<file path="src/rtl/seq_div_pkg.sv">
// rtl/seq_div_pkg.sv - shared types, default width and helpers for seq_div
package seq_div_pkg;

   // default operand/result width
   localparam int W_DEFAULT = 4;

   // controller states
   typedef enum logic [1:0] {
      IDLE = 2'd0,
      CALC = 2'd1,
      FIX  = 2'd2,
      DONE = 2'd3
   } state_t;

   // two's-complement negation; callers cast the result down to their width
   function automatic logic [31:0] neg2c(input logic [31:0] v);
      return (~v) + 32'd1;
   endfunction

endpackage

</file>
<file path="src/rtl/addsub_n.sv">
// rtl/addsub_n.sv - N-bit adder-subtractor, s = a + (b ^ se) + se
module addsub_n #(
   parameter int N = 5
) (
   input  logic [N-1:0] a,
   input  logic [N-1:0] b,
   input  logic         se,
   output logic [N-1:0] s
);

   // se=1 inverts b and injects the carry, giving a - b
   assign s = a + (b ^ {N{se}}) + {{(N-1){1'b0}}, se};

endmodule

</file>
<file path="src/rtl/seq_div.sv">
// rtl/seq_div.sv - sequential restoring divider, signed or unsigned per operation
module seq_div
   import seq_div_pkg::*;
#(
   parameter int W = W_DEFAULT
) (
   input  logic         clk,
   input  logic         rst,
   input  logic         start,
   input  logic         sgn,
   input  logic [W-1:0] dividend,
   input  logic [W-1:0] divisor,
   output logic         busy,
   output logic         done,
   output logic [W-1:0] quotient,
   output logic [W-1:0] remainder,
   output logic         div0,
   output logic         ovf
);

   localparam int CW = $clog2(W);
   localparam logic [W-1:0] MOST_NEG = {1'b1, {(W-1){1'b0}}};

   state_t        state, state_nx;
   logic [CW-1:0] cnt;
   logic [W-1:0]  r;          // partial remainder between steps (always < d)
   logic [W-1:0]  q;          // dividend bits shift out as quotient bits shift in
   logic [W-1:0]  d;          // divisor magnitude
   logic          sgn_r;
   logic          dvd_neg;
   logic          dvs_neg;
   logic          ovf_r;

   logic [W:0]    r_sh;       // shifted partial remainder, one extra bit for the borrow
   logic [W:0]    diff;
   logic [W-1:0]  dvd_mag;
   logic [W-1:0]  dvs_mag;
   logic [W-1:0]  q_fix;
   logic [W-1:0]  r_fix;
   logic          dvs_zero;
   logic          ovf_det;

   assign r_sh = {r, q[W-1]};

   addsub_n #(.N(W+1)) u_addsub (
      .a  (r_sh),
      .b  ({1'b0, d}),
      .se (1'b1),
      .s  (diff)
   );

   assign dvs_zero = (divisor == '0);
   assign ovf_det  = sgn && (dividend == MOST_NEG) && (divisor == '1);
   assign dvd_mag  = (sgn && dividend[W-1]) ? W'(neg2c(32'(dividend))) : dividend;
   assign dvs_mag  = (sgn && divisor[W-1])  ? W'(neg2c(32'(divisor)))  : divisor;
   assign q_fix    = (sgn_r && (dvd_neg ^ dvs_neg)) ? W'(neg2c(32'(q))) : q;
   assign r_fix    = (sgn_r && dvd_neg) ? W'(neg2c(32'(r))) : r;

   // state register
   always_ff @(posedge clk) begin
      if (rst) state <= IDLE;
      else     state <= state_nx;
   end

   // next-state logic
   always_comb begin
      state_nx = state;
      case (state)
         IDLE:    if (start) state_nx = dvs_zero ? DONE : CALC;
         CALC:    if (cnt == '0) state_nx = FIX;
         FIX:     state_nx = DONE;
         DONE:    state_nx = IDLE;
         default: state_nx = IDLE;
      endcase
   end

   // status outputs decoded from state
   always_comb begin
      busy = (state != IDLE);
      done = (state == DONE);
   end

   // operand latch, restoring steps and result registers
   always_ff @(posedge clk) begin
      if (rst) begin
         cnt       <= '0;
         r         <= '0;
         q         <= '0;
         d         <= '0;
         sgn_r     <= 1'b0;
         dvd_neg   <= 1'b0;
         dvs_neg   <= 1'b0;
         ovf_r     <= 1'b0;
         quotient  <= '0;
         remainder <= '0;
         div0      <= 1'b0;
         ovf       <= 1'b0;
      end else begin
         case (state)
            IDLE: begin
               if (start) begin
                  if (dvs_zero) begin
                     quotient  <= '1;
                     remainder <= dividend;
                     div0      <= 1'b1;
                     ovf       <= 1'b0;
                  end else begin
                     q       <= dvd_mag;
                     d       <= dvs_mag;
                     r       <= '0;
                     sgn_r   <= sgn;
                     dvd_neg <= dividend[W-1];
                     dvs_neg <= divisor[W-1];
                     ovf_r   <= ovf_det;
                     cnt     <= CW'(W-1);
                  end
               end
            end
            CALC: begin
               // a clear borrow bit means the trial subtraction fits
               if (!diff[W]) begin
                  r <= diff[W-1:0];
                  q <= {q[W-2:0], 1'b1};
               end else begin
                  r <= r_sh[W-1:0];
                  q <= {q[W-2:0], 1'b0};
               end
               cnt <= cnt - 1'b1;
            end
            FIX: begin
               quotient  <= q_fix;
               remainder <= r_fix;
               div0      <= 1'b0;
               ovf       <= ovf_r;
            end
            default: ;
         endcase
      end
   end

endmodule

</file>
<file path="config.mk">
export PLATFORM = sky130hd
export DESIGN_NAME = seq_div
export DESIGN_NICKNAME = d
export VERILOG_FILES = /design/src/rtl/seq_div_pkg.sv /design/src/rtl/addsub_n.sv /design/src/rtl/seq_div.sv
export SDC_FILE = /design/constraint.sdc
export NUM_CORES = 1
export LEC_CHECK = 0
export ABC_AREA = 1
export BUFFER_PORTS_ARGS = -buffer_cell sky130_fd_sc_hd__buf_4
export CAP_MARGIN = 20
export CORE_MARGIN = 4
export CORE_UTILIZATION = 50
export DETAILED_ROUTE_END_ITERATION = 10
export PLACE_DENSITY = 0.7
export SETUP_SLACK_MARGIN = 0.05
export SLEW_MARGIN = 20
export SYNTH_ARGS = -nofsm -noshare
export SYNTH_HDL_FRONTEND = slang
export SYNTH_HIERARCHICAL = 1
export SYNTH_SLANG_ARGS = --single-unit
</file>
<file path="constraint.sdc">
create_clock -name clk -period 4.8 [get_ports clk]
set_input_delay 0.24 -clock clk [delete_from_list [all_inputs] [get_ports clk]]
set_output_delay 0.24 -clock clk [all_outputs]
set_load 0.005 [all_outputs]
</file>
# Word level (Yosys, flattened, before mapping)
# Cells that the tools add are included.
# op_classes
bitwise,7
reduce_logical,16
n_eq_ne,9
muxes,31
n_addsub,7
# ops
operator,count
$mux W4,13
$pmux W4 S2,4
$add A4 B1 Y4 const B,4
$not A4 Y4,4
$mux W2,5
$reduce_and A3 Y1,3
$eq A4 B4 Y1 const B,2
$ne A2 B2 Y1 const B,4
$pmux W2 S4,1
$logic_and A1 B1 Y1,6
$reduce_bool A2 Y1,3
$add A5 B1 Y5 const B,1
$add A5 B5 Y5,1
$mux W1,5
$not A4 Y5,1
$eq A2 B2 Y1 const B,2
$logic_not A2 Y1,2
$logic_not A4 Y1,1
$pmux W1 S2,2
$pmux W2 S2,1
$eq A2 B1 Y1 const B,1
$reduce_and A2 Y1,1
$sub A2 B1 Y2 const B,1
$not A1 Y1,1
$xor A1 B1 Y1,1
# word_totals
register_bits,30
input_bits,12

# Logic depth before layout (Yosys ltp)
# Gate-level depths: netlist of run 1.
# logic_depth
ltp_word,6
depth_mapped,15
ltp_nobuf,13

# Hierarchy
# The synthesis of run 1 kept the hierarchy.
# by_module_without_submodules
module,n_inst,area_per_inst_um2,cells_each
seq_div,1,1719.1,245
addsub_n,1,255.2,45

# Worst setup path after synthesis of run 1
# OpenSTA, ideal clock, no wires.
# synth_timing
path_kind,reg-to-reg
from,register q[3]
to,register q[0]
required_time_ps,4682
n_path_buf,1
stages_incl_launch_ff,14
t_arrival_ps,1796
setup_slack_ps,2886
path_cell_list,dfxtp_1 -> inv_1 -> nand2_1 -> and2_1 -> fa_1 -> inv_1 -> nor2_1 -> nor2_1 -> nand3_1 -> nand2_1 -> buf_1 -> o21ai_0 -> nand2_1 -> a21oi_2
# synth_via
elab_chain_len,4
# synth_rtl
element,line_no,text
from (decl),seq_div.sv:27,logic [W-1:0] q;
from (signal assigned),seq_div.sv:108,q <= dvd_mag;
from (signal assigned),seq_div.sv:123,"q <= {q[W-2:0], 1'b1};"
from (signal assigned),seq_div.sv:126,"q <= {q[W-2:0], 1'b0};"
$add A5 B5 Y5,addsub_n.sv:12,"assign s = a + (b ^ {N{se}}) + {{(N-1){1'b0}}, se};"
$add A5 B1 Y5,addsub_n.sv:12,
via diff[4],seq_div.sv:35,logic [W:0] diff;
$mux W1,seq_div.sv:121,if (!diff[W]) begin
$pmux W4 S2,seq_div.sv:99,case (state)
# The timed path passes the listed nets, and every way through them passes these cells.
# A chain may end at the register's enable or synchronous reset.

# Worst setup path after layout of run 1
# Ends and elaborated chain as after synthesis.

==> run metrics, run 1 <==
outcome=completed; final setup fails=0; clock slew at reported path FFs=0.06 ns; count of clock tree sinks=30; share of post-route cells with drive strength above 1=between 15 and 20%; Hold Path Origin=rst; FP Rows=22; post-CTS sizing=0; FF-to-FF Start=q[3]$_SDFFE_PP0P_; die width=between 70 and 80 µm; count of pins over their slew limit=0; setup bufs post-CTS=0; clk root buf=clkbuf_8; Final Hold Viols=0; Synth Instances=290; Critical Path, Cell by Cell=inv_1, nand2_1, and2_1, fa_1, inv_1, nor2_1, nor2_1, inv_1, nand2_1, nand2_1, o21ai_0, nand2_1, a21oi_2; clk_skew=0.00602 ns; vias in the first global route=about 1,700; largest area contributor in the netlist=dfxtp_1; Routed WL per cell=roughly 12 µm; CP max stage delay=about 0.4 ns; die area=5020 µm²; routed vias/inst=~5; largest cells by area after synthesis=dfxtp_1 30%, nand2_1 12%, ha_1 8.9%, inv_1 7.2%, o21ai_0 5.8%; Crit. End Element=flip-flop; top cell type's share of synthesized area=a little under a third; PD cells=about 550 nW/µm²; largest net degree at the start of global routing=23; min-delay worst type=in2reg; Synth Cell Area=1970 µm²; Yosys reg bits=30; Port Buffer Count=23; DR pass1 iterations=4; mean cell area of the mapped netlist=around 6.8 µm²; HPWL after detailed placement=roughly 3.3 mm; Yosys cell types=34; initial DRC count=97; ANT nets after route=0; Fmax=roughly 0.50 GHz; DRC=0; CTS H-tree lvls=2; critical path arrival=~2.2 ns; Final min period=around 2.0 ns; Crit Path Max Fanout=9; post-layout instance area=approximately 2300 µm²; critical path startpoint=q[3]$_SDFFE_PP0P_; RSZ-0062 raised after global routing=no; clock buffer depth=2; VDD IR-drop max=roughly 0.34 mV; I/O Pins=24; Placement Cell Area=2160 µm²; CTS tree=yes; crit path launch type=flip-flop; data required time at the worst endpoint=5.02 ns; grt ovf=0; Final #Nets=between 300 and 400; Core Region=approximately 3700 µm²; CP max stage cell=fa_1; first-pass GRT wire length=approximately 7.5 mm; Clock Latency Late Sink=around 0.28 ns; n_diodes=0; Worst path most repeated cell=nand2_1; Max Cap Violations=0; sequential area share after synthesis=between 30% and 40%; Place WS=around 2.8 ns; CTS buffer count=5; initial core utilization=between 50 and 60%; Setup CP Type=reg2reg; setup TNS=0 ns; Syn. warnings=6; Total Routed Length=4.27 mm; cts hold-fix bufs=0; final setup margin=between 2 and 3 ns; Leak=between 1 and 1.5 nW; fin crit share=about two fifths; DIE HEIGHT=roughly 71 µm; vias=roughly 1,800; initial antenna violation count=0; GRT Total Usage=~19%; P&R area growth vs syn=15.1%; routability cong.=0.845
-- cell usage in the layout (no fill, tap or decap), types with 3 or more instances in the layout --
cell type   n
nand3_1    17
clkbuf_8    8
a21oi_1    22
inv_2       3
o21ai_0    23
xor2_1      4
inv_1      38
nor2_1     30
nand2_2     5
o21ai_1     7
nand2_1    64
ha_1       14
conb_1      3
o211ai_1    5
buf_4      23
dfxtp_1    30
-- flip-flops by register name, summed over array words and instances (netlist names) --
signal,count
cnt,2
d,4
div0,1
dvd_neg,1
dvs_neg,1
ovf,1
ovf_r,1
q,4
quotient,4
r,4
remainder,4
sgn_r,1
state,2
-- cell families after synthesis --
kind of cell | after synthesis | synth area share [%]
compound gates | 63 | 17.7
xor+xnor | 5 | 2.22
fa+ha+maj | 15 | 9.89
buf+inv | 49 | 11.0
flops | 30 | 30.4
other cells | 2 | 0.380
simple gates | 126 | 28.5
-- worst max-delay path: cells and delay by family, from the launching register on --
kind            cells  cell delay [ns]
fa+ha+maj           1             0.39
buf+inv             3             0.19
compound gates      2             0.31
flops               1             0.36
simple gates        7             0.70
-- layout make-up --
cell class / instances / area, µm²
multi-input cells: 212 / 1160
flip-flops and latches: 30 / 601
fillers: 370 / 1470
well taps: 48 / 60.1
inverters: 43 / 169
repair buffers: 23 / 173
clock buffers: 8 / 110
-- power by group --
part | internal [mW] | switching [mW]
Clock | 0.145 | 0.0944
Combinational | 0.237 | 0.389
Sequential | 0.329 | 0.0674
-- Yosys cell counts, drive strengths merged --
library cell / n
nand2: 72
inv: 42
o21ai: 32
nor2: 31
dfxtp: 30
a21oi: 24
nand3: 18
ha: 14
buf: 5
o211ai: 5
xor2: 4
conb: 2
nand4: 2
nor3: 2
a31oi: 1
and2: 1
clkbuf: 1
clkinv: 1
fa: 1
o211a: 1
xnor2: 1
-- worst paths after layout --
path | to | slack (ns) | cells past startpoint
setup / recovery | q[0]$_SDFFE_PP0P_ | 2.79 | 13
hold / removal | q[0]$_SDFFE_PP0P_ | 0.20 | 2
setup reg to reg | q[0]$_SDFFE_PP0P_ | 2.79 | 13
hold reg to reg | remainder[1]$_SDFFE_PP0P_ | 0.47 | 2
-- metal layers --
layer  track usage, %  share of wire [%]  vias to the layer above
li1                 -                  -                      983
met1             23.8                 44                      803
met2             30.5                 46                       46
met3             4.12                7.3                        6
met4             7.10                1.9                        0
met5                0                  0                        -
-- stage by stage --
step	hold slack, ns	util [%]	power, mW	instances
2_1_floorplan	0.387	-	0.890	291
3_3_place_gp	0.458	57.8	1.02	356
3_5_place_dp	0.456	57.8	1.03	356
4_1_cts	0.195	60.7	1.27	364
5_1_grt	0.201	60.7	1.39	364
6_report	0.197	60.7	1.26	364
No activity file was read; power rests on OpenSTA's default activity.
==> run 2, diff against run 1 <==
--- a/config.mk
+++ b/config.mk
@@ -5,13 +5,13 @@
 export SDC_FILE = /design/constraint.sdc
 export NUM_CORES = 1
 export LEC_CHECK = 0
-export ABC_AREA = 1
+export ABC_AREA = 0
 export BUFFER_PORTS_ARGS = -buffer_cell sky130_fd_sc_hd__buf_4
 export CAP_MARGIN = 20
 export CORE_MARGIN = 4
 export CORE_UTILIZATION = 50
 export DETAILED_ROUTE_END_ITERATION = 10
-export PLACE_DENSITY = 0.7
+export PLACE_DENSITY = 0.73
 export SETUP_SLACK_MARGIN = 0.05
 export SLEW_MARGIN = 20
 export SYNTH_ARGS = -nofsm -noshare
==> constraint.sdc (replaced) <==
create_clock -name clk -period 1.8 [get_ports clk]
set_input_delay 0.09 -clock clk [delete_from_list [all_inputs] [get_ports clk]]
set_output_delay 0.09 -clock clk [all_outputs]
set_load 0.005 [all_outputs]
==> run metrics, run 2 <==
outcome=finished with violations; failing checks=negative setup slack; count of clock tree sinks=30; largest family of logic cells by synthesized area=compound AO/OA/AOI/OAI gates; Yosys cell types=53; Synth Area in XOR/XNOR=6.59%; CP top delay family=multiplexers; post-layout instance area=approximately 2400 µm²; GRT Total Usage=a little over a fifth; Core Region=between 3000 and 4000 µm²; grt ovf=0; syn_nets=238; NetSw=between 1 and 1.5 mW; vias=about 1,700; Final min period=2.13 ns; CTS tree=yes; crit path launch type=flip-flop; leading cell type in the layout, fill and taps excluded=buf_4; n_diodes=0; CTS H-tree lvls=2; clk root buf=clkbuf_8; hold depth=3; Place WS=-0.318 ns; post-synthesis mux area share=~4.4%; largest area contributor in the netlist=dfxtp_1; R2R setup slack=-0.33 ns; Clock Latency Late Sink=between 0.2 and 0.3 ns; Setup CP Type=reg2reg; final setup fails=5; area of the multi-input gates=1260 µm²; Comb power frac=a little over half; routed vias/inst=5.60; die area=between 4000 and 5000 µm²; WHS Endpoint=d[0]$_SDFFE_PP0P_; clock slew at reported path FFs=~0.060 ns; final core utilization=a little over two thirds; Synth Instances=about 210; Hold Path Origin=divisor[0]; die width=about 69 µm; Post-Synth Simple-Gate Area=between 10% and 20%; Pint=between 1.5 and 2 mW; P&R area growth vs syn=29.7%; switching portion of total power=about two fifths; vias in the first global route=1,631; Max Cap Violations=0; Power Total=3.15 mW; CP max stage cell=fa_2; share of post-route cells with drive strength above 1=between 30% and 40%; DR pass1 iterations=4; fillcell total=310; initial DRC count=130; Final #Nets=about 290; Total Routed Length=about 4.5 mm; first-pass GRT wire length=roughly 7.5 mm; RR Endpoint=r[2]$_SDFFE_PP0P_; Syn. warnings=6; r2r worst-path depth=8; min-delay worst type=in2reg; DRC=0; Fmax=approximately 0.47 GHz; Hold WS=roughly 0.087 ns; routability cong.=0.810; critical path arrival=~2.3 ns; FP Rows=21; Yosys reg bits=30; main flop type after synthesis=dfxtp_1; compound-gate portion of the synthesized area=~23%; setup TNS=-1.47 ns; FF+latch area=approximately 600 µm²; most frequent cells in the layout=48 x buf_4, 29 x dfxtp_1, 23 x nand2_1; Crit Path Max Fanout=5; Critical Path, Cell by Cell=mux2_4, fa_2, a21o_1, a21oi_4, xnor2_4, mux2_4, nand3_2, a21oi_1; CTS buffer count=5; final setup margin=-0.327 ns; cts hold-fix bufs=0; Final Hold Viols=0; Worst path most repeated cell=mux2_4; EDFF count, synth=0; initial core utilization=between 50% and 60%; CP max stage delay=0.35 ns; fin crit share=118%; PD cells=1310 nW/µm²; clock buffer depth=2; VDD IR-drop max=0.912 mV; Post-Synth Adder-Cell Area=a little over a tenth; top cell type's share of synthesized area=around a third; largest net degree at the start of global routing=33; largest cells by area after synthesis=dfxtp_1 32%, ha_1 9.4%, nand2_1 4.6%, a21oi_1 4.0%, xnor2_1 3.3%; CP bufs+invs=0; count of pins over their slew limit=0; mean cell area of the mapped netlist=8.81 µm²; FF-to-FF Start=d[0]$_SDFFE_PP0P_; Synth async-reset ratio=0%; Routed WL per cell=about 15 µm; I/O Pins=24; ANT nets after route=0; Synth top cells by count=30 x dfxtp_1, 23 x nand2_1, 15 x a21oi_1, 15 x inv_1, 15 x nor2_1; Clk pwr share=about 16%; Placement Cell Area=approximately 2300 µm²; DIE HEIGHT=slightly below 70 µm; data required time at the worst endpoint=1.97 ns; Leak=around 1 nW; HPWL after detailed placement=between 3 and 4 mm; clk_skew=approximately 0.0071 ns; Non-Filler Instances=304; Port Buffer Count=23; RSZ-0062 raised after global routing=yes; initial antenna violation count=0; power share of the sequential group=slightly below 30%; Crit. End Element=flip-flop; top-count cell post-synth=dfxtp_1; number of instances in the placed design=around 300; sequential area share after synthesis=between 30% and 40%; Synth Cell Area=roughly 1900 µm²
-- run 2: cell types whose count changed in the layout (fill, tap and decap cells not counted), moves of 8 or more --
cell      before  now
buf_4         23   48
inv_1         38   15
nand2_1       64   23
o21ai_0       23    2
a21oi_1       22   12
nand3_1       17    4
a211oi_1       0    8
nor2_1        30   15
-- run 2: per-layer routing --
layer  vias to the layer above  wire length (µm)  share of wire [%]  GRT usage [%]
li1                        850                 -                  -              -
met1                       792              2140                 48           28.3
met2                        49              1980                 44           33.3
met3                        10               284                6.3           6.65
met4                         0                85                1.9           8.76
met5                         -                 0                  0              0
-- run 2: area by class of cell --
cell class	count	area share [%]
Multi-Input combinational cell	158	52.2
Tap cell	46	2.39
Clock buffer	7	3.17
Inverter	15	2.34
Sequential cell	30	25.0
Timing Repair Buffer	48	14.9
-- run 2: worst min-delay path: stages --
cell and delay (ns):
buf_4 0.12, nand2_1 0.06, a21oi_1 0.05
-- run 2: logic make-up (layout without fill, tap and decap cells) --
group	Yosys count	in the layout
AND/OR/NAND/NOR	65	65
AO/OA/AOI/OAI	55	55
flip-flops	30	30
buffers and inverters	23	70
adder cells (fa/ha/maj)	15	15
XOR/XNOR	14	14
multiplexers	7	7
other	2	2
-- run 2: how the worst max path moves through the flow --
stage,from,to,slack [ns],cells past startpoint
finish,d[0]$_SDFFE_PP0P_,r[2]$_SDFFE_PP0P_,-0.33,8
global route,d[0]$_SDFFE_PP0P_,r[1]$_SDFFE_PP0P_,-0.39,8
CTS,d[0]$_SDFFE_PP0P_,r[2]$_SDFFE_PP0P_,-0.31,8
detailed placement,d[0]$_SDFFE_PP0P_,r[2]$_SDFFE_PP0P_,-0.32,8
global placement,d[0]$_SDFFE_PP0P_,r[1]$_SDFFE_PP0P_,-0.29,8
floorplan,d[0]$_SDFFE_PP0P_,r[0]$_SDFFE_PP0P_,-0.30,8
-- run 2: power groups by stage --
stage	clock network, mW	registers (mW)	logic [mW]
6_report	0.510	0.928	1.71
2_1_floorplan	0	0.933	1.04
5_1_grt	0.559	0.947	1.89
3_5_place_dp	0	0.941	1.60
3_3_place_gp	0	0.933	1.57
4_1_cts	0.516	0.925	1.64
-- run 2: what timing repair did --
item	in CTS	in global routing
pin swaps	0	2
buffers inserted	0	1
setup endpoints to repair	5	14
gates resized for setup	5	7
==> run 3, diff against run 2 <==
--- a/config.mk
+++ b/config.mk
@@ -6,13 +6,14 @@
 export NUM_CORES = 1
 export LEC_CHECK = 0
 export ABC_AREA = 0
+export ABC_CLOCK_PERIOD_IN_PS = 1800
 export BUFFER_PORTS_ARGS = -buffer_cell sky130_fd_sc_hd__buf_4
 export CAP_MARGIN = 20
 export CORE_MARGIN = 4
 export CORE_UTILIZATION = 50
+export CTS_CLUSTER_SIZE = 8
 export DETAILED_ROUTE_END_ITERATION = 10
 export PLACE_DENSITY = 0.73
-export SETUP_SLACK_MARGIN = 0.05
 export SLEW_MARGIN = 20
 export SYNTH_ARGS = -nofsm -noshare
 export SYNTH_HDL_FRONTEND = slang
==> run metrics, run 3 (same netlist as run 2, synthesis figures left out) <==
Worst path most repeated cell=mux2_4; Port Buffer Count=23; count of clock tree sinks=30; Final #Nets=285; PD cells=~1300 nW/µm²; Clock Latency Late Sink=about 0.29 ns; vias=~1,700; count of pins over their slew limit=0; data required time at the worst endpoint=between 1.5 and 2 ns; initial antenna violation count=0; Placement Cell Area=2260 µm²; fillcell total=slightly above 300; n_diodes=0; DIE HEIGHT=about 70 µm; slew margin rel.=between 60% and 70%; FF-to-FF Start=d[0]$_SDFFE_PP0P_; fin crit share=118%; number of stages on the worst setup path=8; GRT Total Usage=21.8%; leading cell type in the layout, fill and taps excluded=buf_4; CTS H-tree lvls=2; Crit Path Max Fanout=5; Fmax=0.470 GHz; Place WS=-0.318 ns; hold depth=3; FP Rows=21; final setup margin=-0.326 ns; Crit. End Element=flip-flop; outcome=finished with violations; die area=roughly 4800 µm²; die width=69.0 µm; Total Routed Length=4.48 mm; P&R area growth vs syn=29.3%; Routed WL per cell=14.7 µm; cts hold-fix bufs=0; CP max stage delay=roughly 0.35 ns; r2r worst-path depth=8; I/O Pins=24; final core utilization=a little over two thirds; post-layout instance area=2400 µm²; Least-Margin Pin Slew=approximately 0.51 ns; DR pass1 iterations=4; routability cong.=0.810; DRC=0; grt ovf=0; CTS tree=yes; RSZ-0062 raised after global routing=yes; failing checks=negative setup slack; CTS buffer count=5; initial core utilization=around 54%; vias in the first global route=around 1,600; Setup CP Type=reg2reg; routed vias/inst=~5.6; CP top delay family=multiplexers; largest net degree at the start of global routing=33; share of post-route cells with drive strength above 1=30.2%; Core Region=3470 µm²; first-pass GRT wire length=between 7 and 8 mm; final setup fails=5; critical path arrival=around 2.3 ns; CP bufs+invs=0; initial DRC count=117; critical path startpoint=d[0]$_SDFFE_PP0P_; Final min period=2.13 ns; VDD IR-drop max=between 0.8 and 0.9 mV; Leak=around 1.0 nW; WHS Endpoint=d[0]$_SDFFE_PP0P_; RR Endpoint=r[2]$_SDFFE_PP0P_; Critical Path, Cell by Cell=mux2_4, fa_2, a21o_1, a21oi_4, xnor2_4, mux2_4, nand3_2, a21oi_1; min-delay worst type=in2reg; Power Total=between 3 and 4 mW; clock slew at reported path FFs=roughly 0.060 ns; most frequent cells in the layout=48 x buf_4, 29 x dfxtp_1, 23 x nand2_1; CP max stage cell=fa_2; crit path launch type=flip-flop; ANT nets after route=0; Max Cap Violations=0; Hold WS=between 0.08 and 0.09 ns; clk root buf=clkbuf_8; HPWL after detailed placement=around 3.3 mm; clock buffer depth=2; Hold Path Origin=divisor[0]; R2R setup slack=-0.33 ns; Final Hold Viols=0; clk_skew=just under 0.007 ns
[run 3: cell counts in the layout (fill, tap and decap cells not counted)]
Identical to the previous run, type by type.
[run 3: per-layer routing]
| metal | vias to the layer above | global-route usage, % | wire length (µm) |
|---|---|---|---|
| met3 | 10 | 6.65 | 253 |
| met1 | 789 | 28.3 | 2160 |
| li1 | 854 | - | - |
| met4 | 0 | 8.76 | 85 |
| met5 | - | 0 | 0 |
| met2 | 44 | 33.3 | 1980 |
[run 3: worst max path at each step]
stage,end,slack (ns)
global placement,r[1]$_SDFFE_PP0P_,-0.29
global route,r[1]$_SDFFE_PP0P_,-0.39
finish,r[2]$_SDFFE_PP0P_,-0.33
detailed placement,r[2]$_SDFFE_PP0P_,-0.32
CTS,r[2]$_SDFFE_PP0P_,-0.31
floorplan,r[0]$_SDFFE_PP0P_,-0.30
[run 3: through the flow]
step	setup TNS [ns]	std cells
final	-1.47	304
after global routing	-1.84	304
after CTS	-1.44	303
after detailed placement	-1.47	296
after global placement	-1.33	296
after floorplan	-1.30	211
[run 3: worst min-delay path, cell delays in order]
cell,delay [ns]
buf_4,0.12
nand2_1,0.06
a21oi_1,0.05
[run 3: area by class of cell]
type                            count  area (µm²)  area share (%)
Clock buffer                        7        76.3            3.17
Inverter                           15        56.3            2.34
Multi-Input combinational cell    158        1250            52.1
Sequential cell                    30         602            25.0
Tap cell                           46        57.6            2.39
Timing Repair Buffer               48         360            15.0
[run 3: power by group]
group,internal (mW),switching [mW],total (mW)
Combinational,0.813,0.887,1.70
Sequential,0.820,0.108,0.928
Clock,0.265,0.244,0.509
Total,1.90,1.24,3.14
[run 3: repair_timing]
item,4_1_cts,5_1_grt
pin swaps,0,1
hold endpoints to repair,0,0
setup buffers,0,1
gates resized for setup,5,5
setup endpoints to repair,5,7
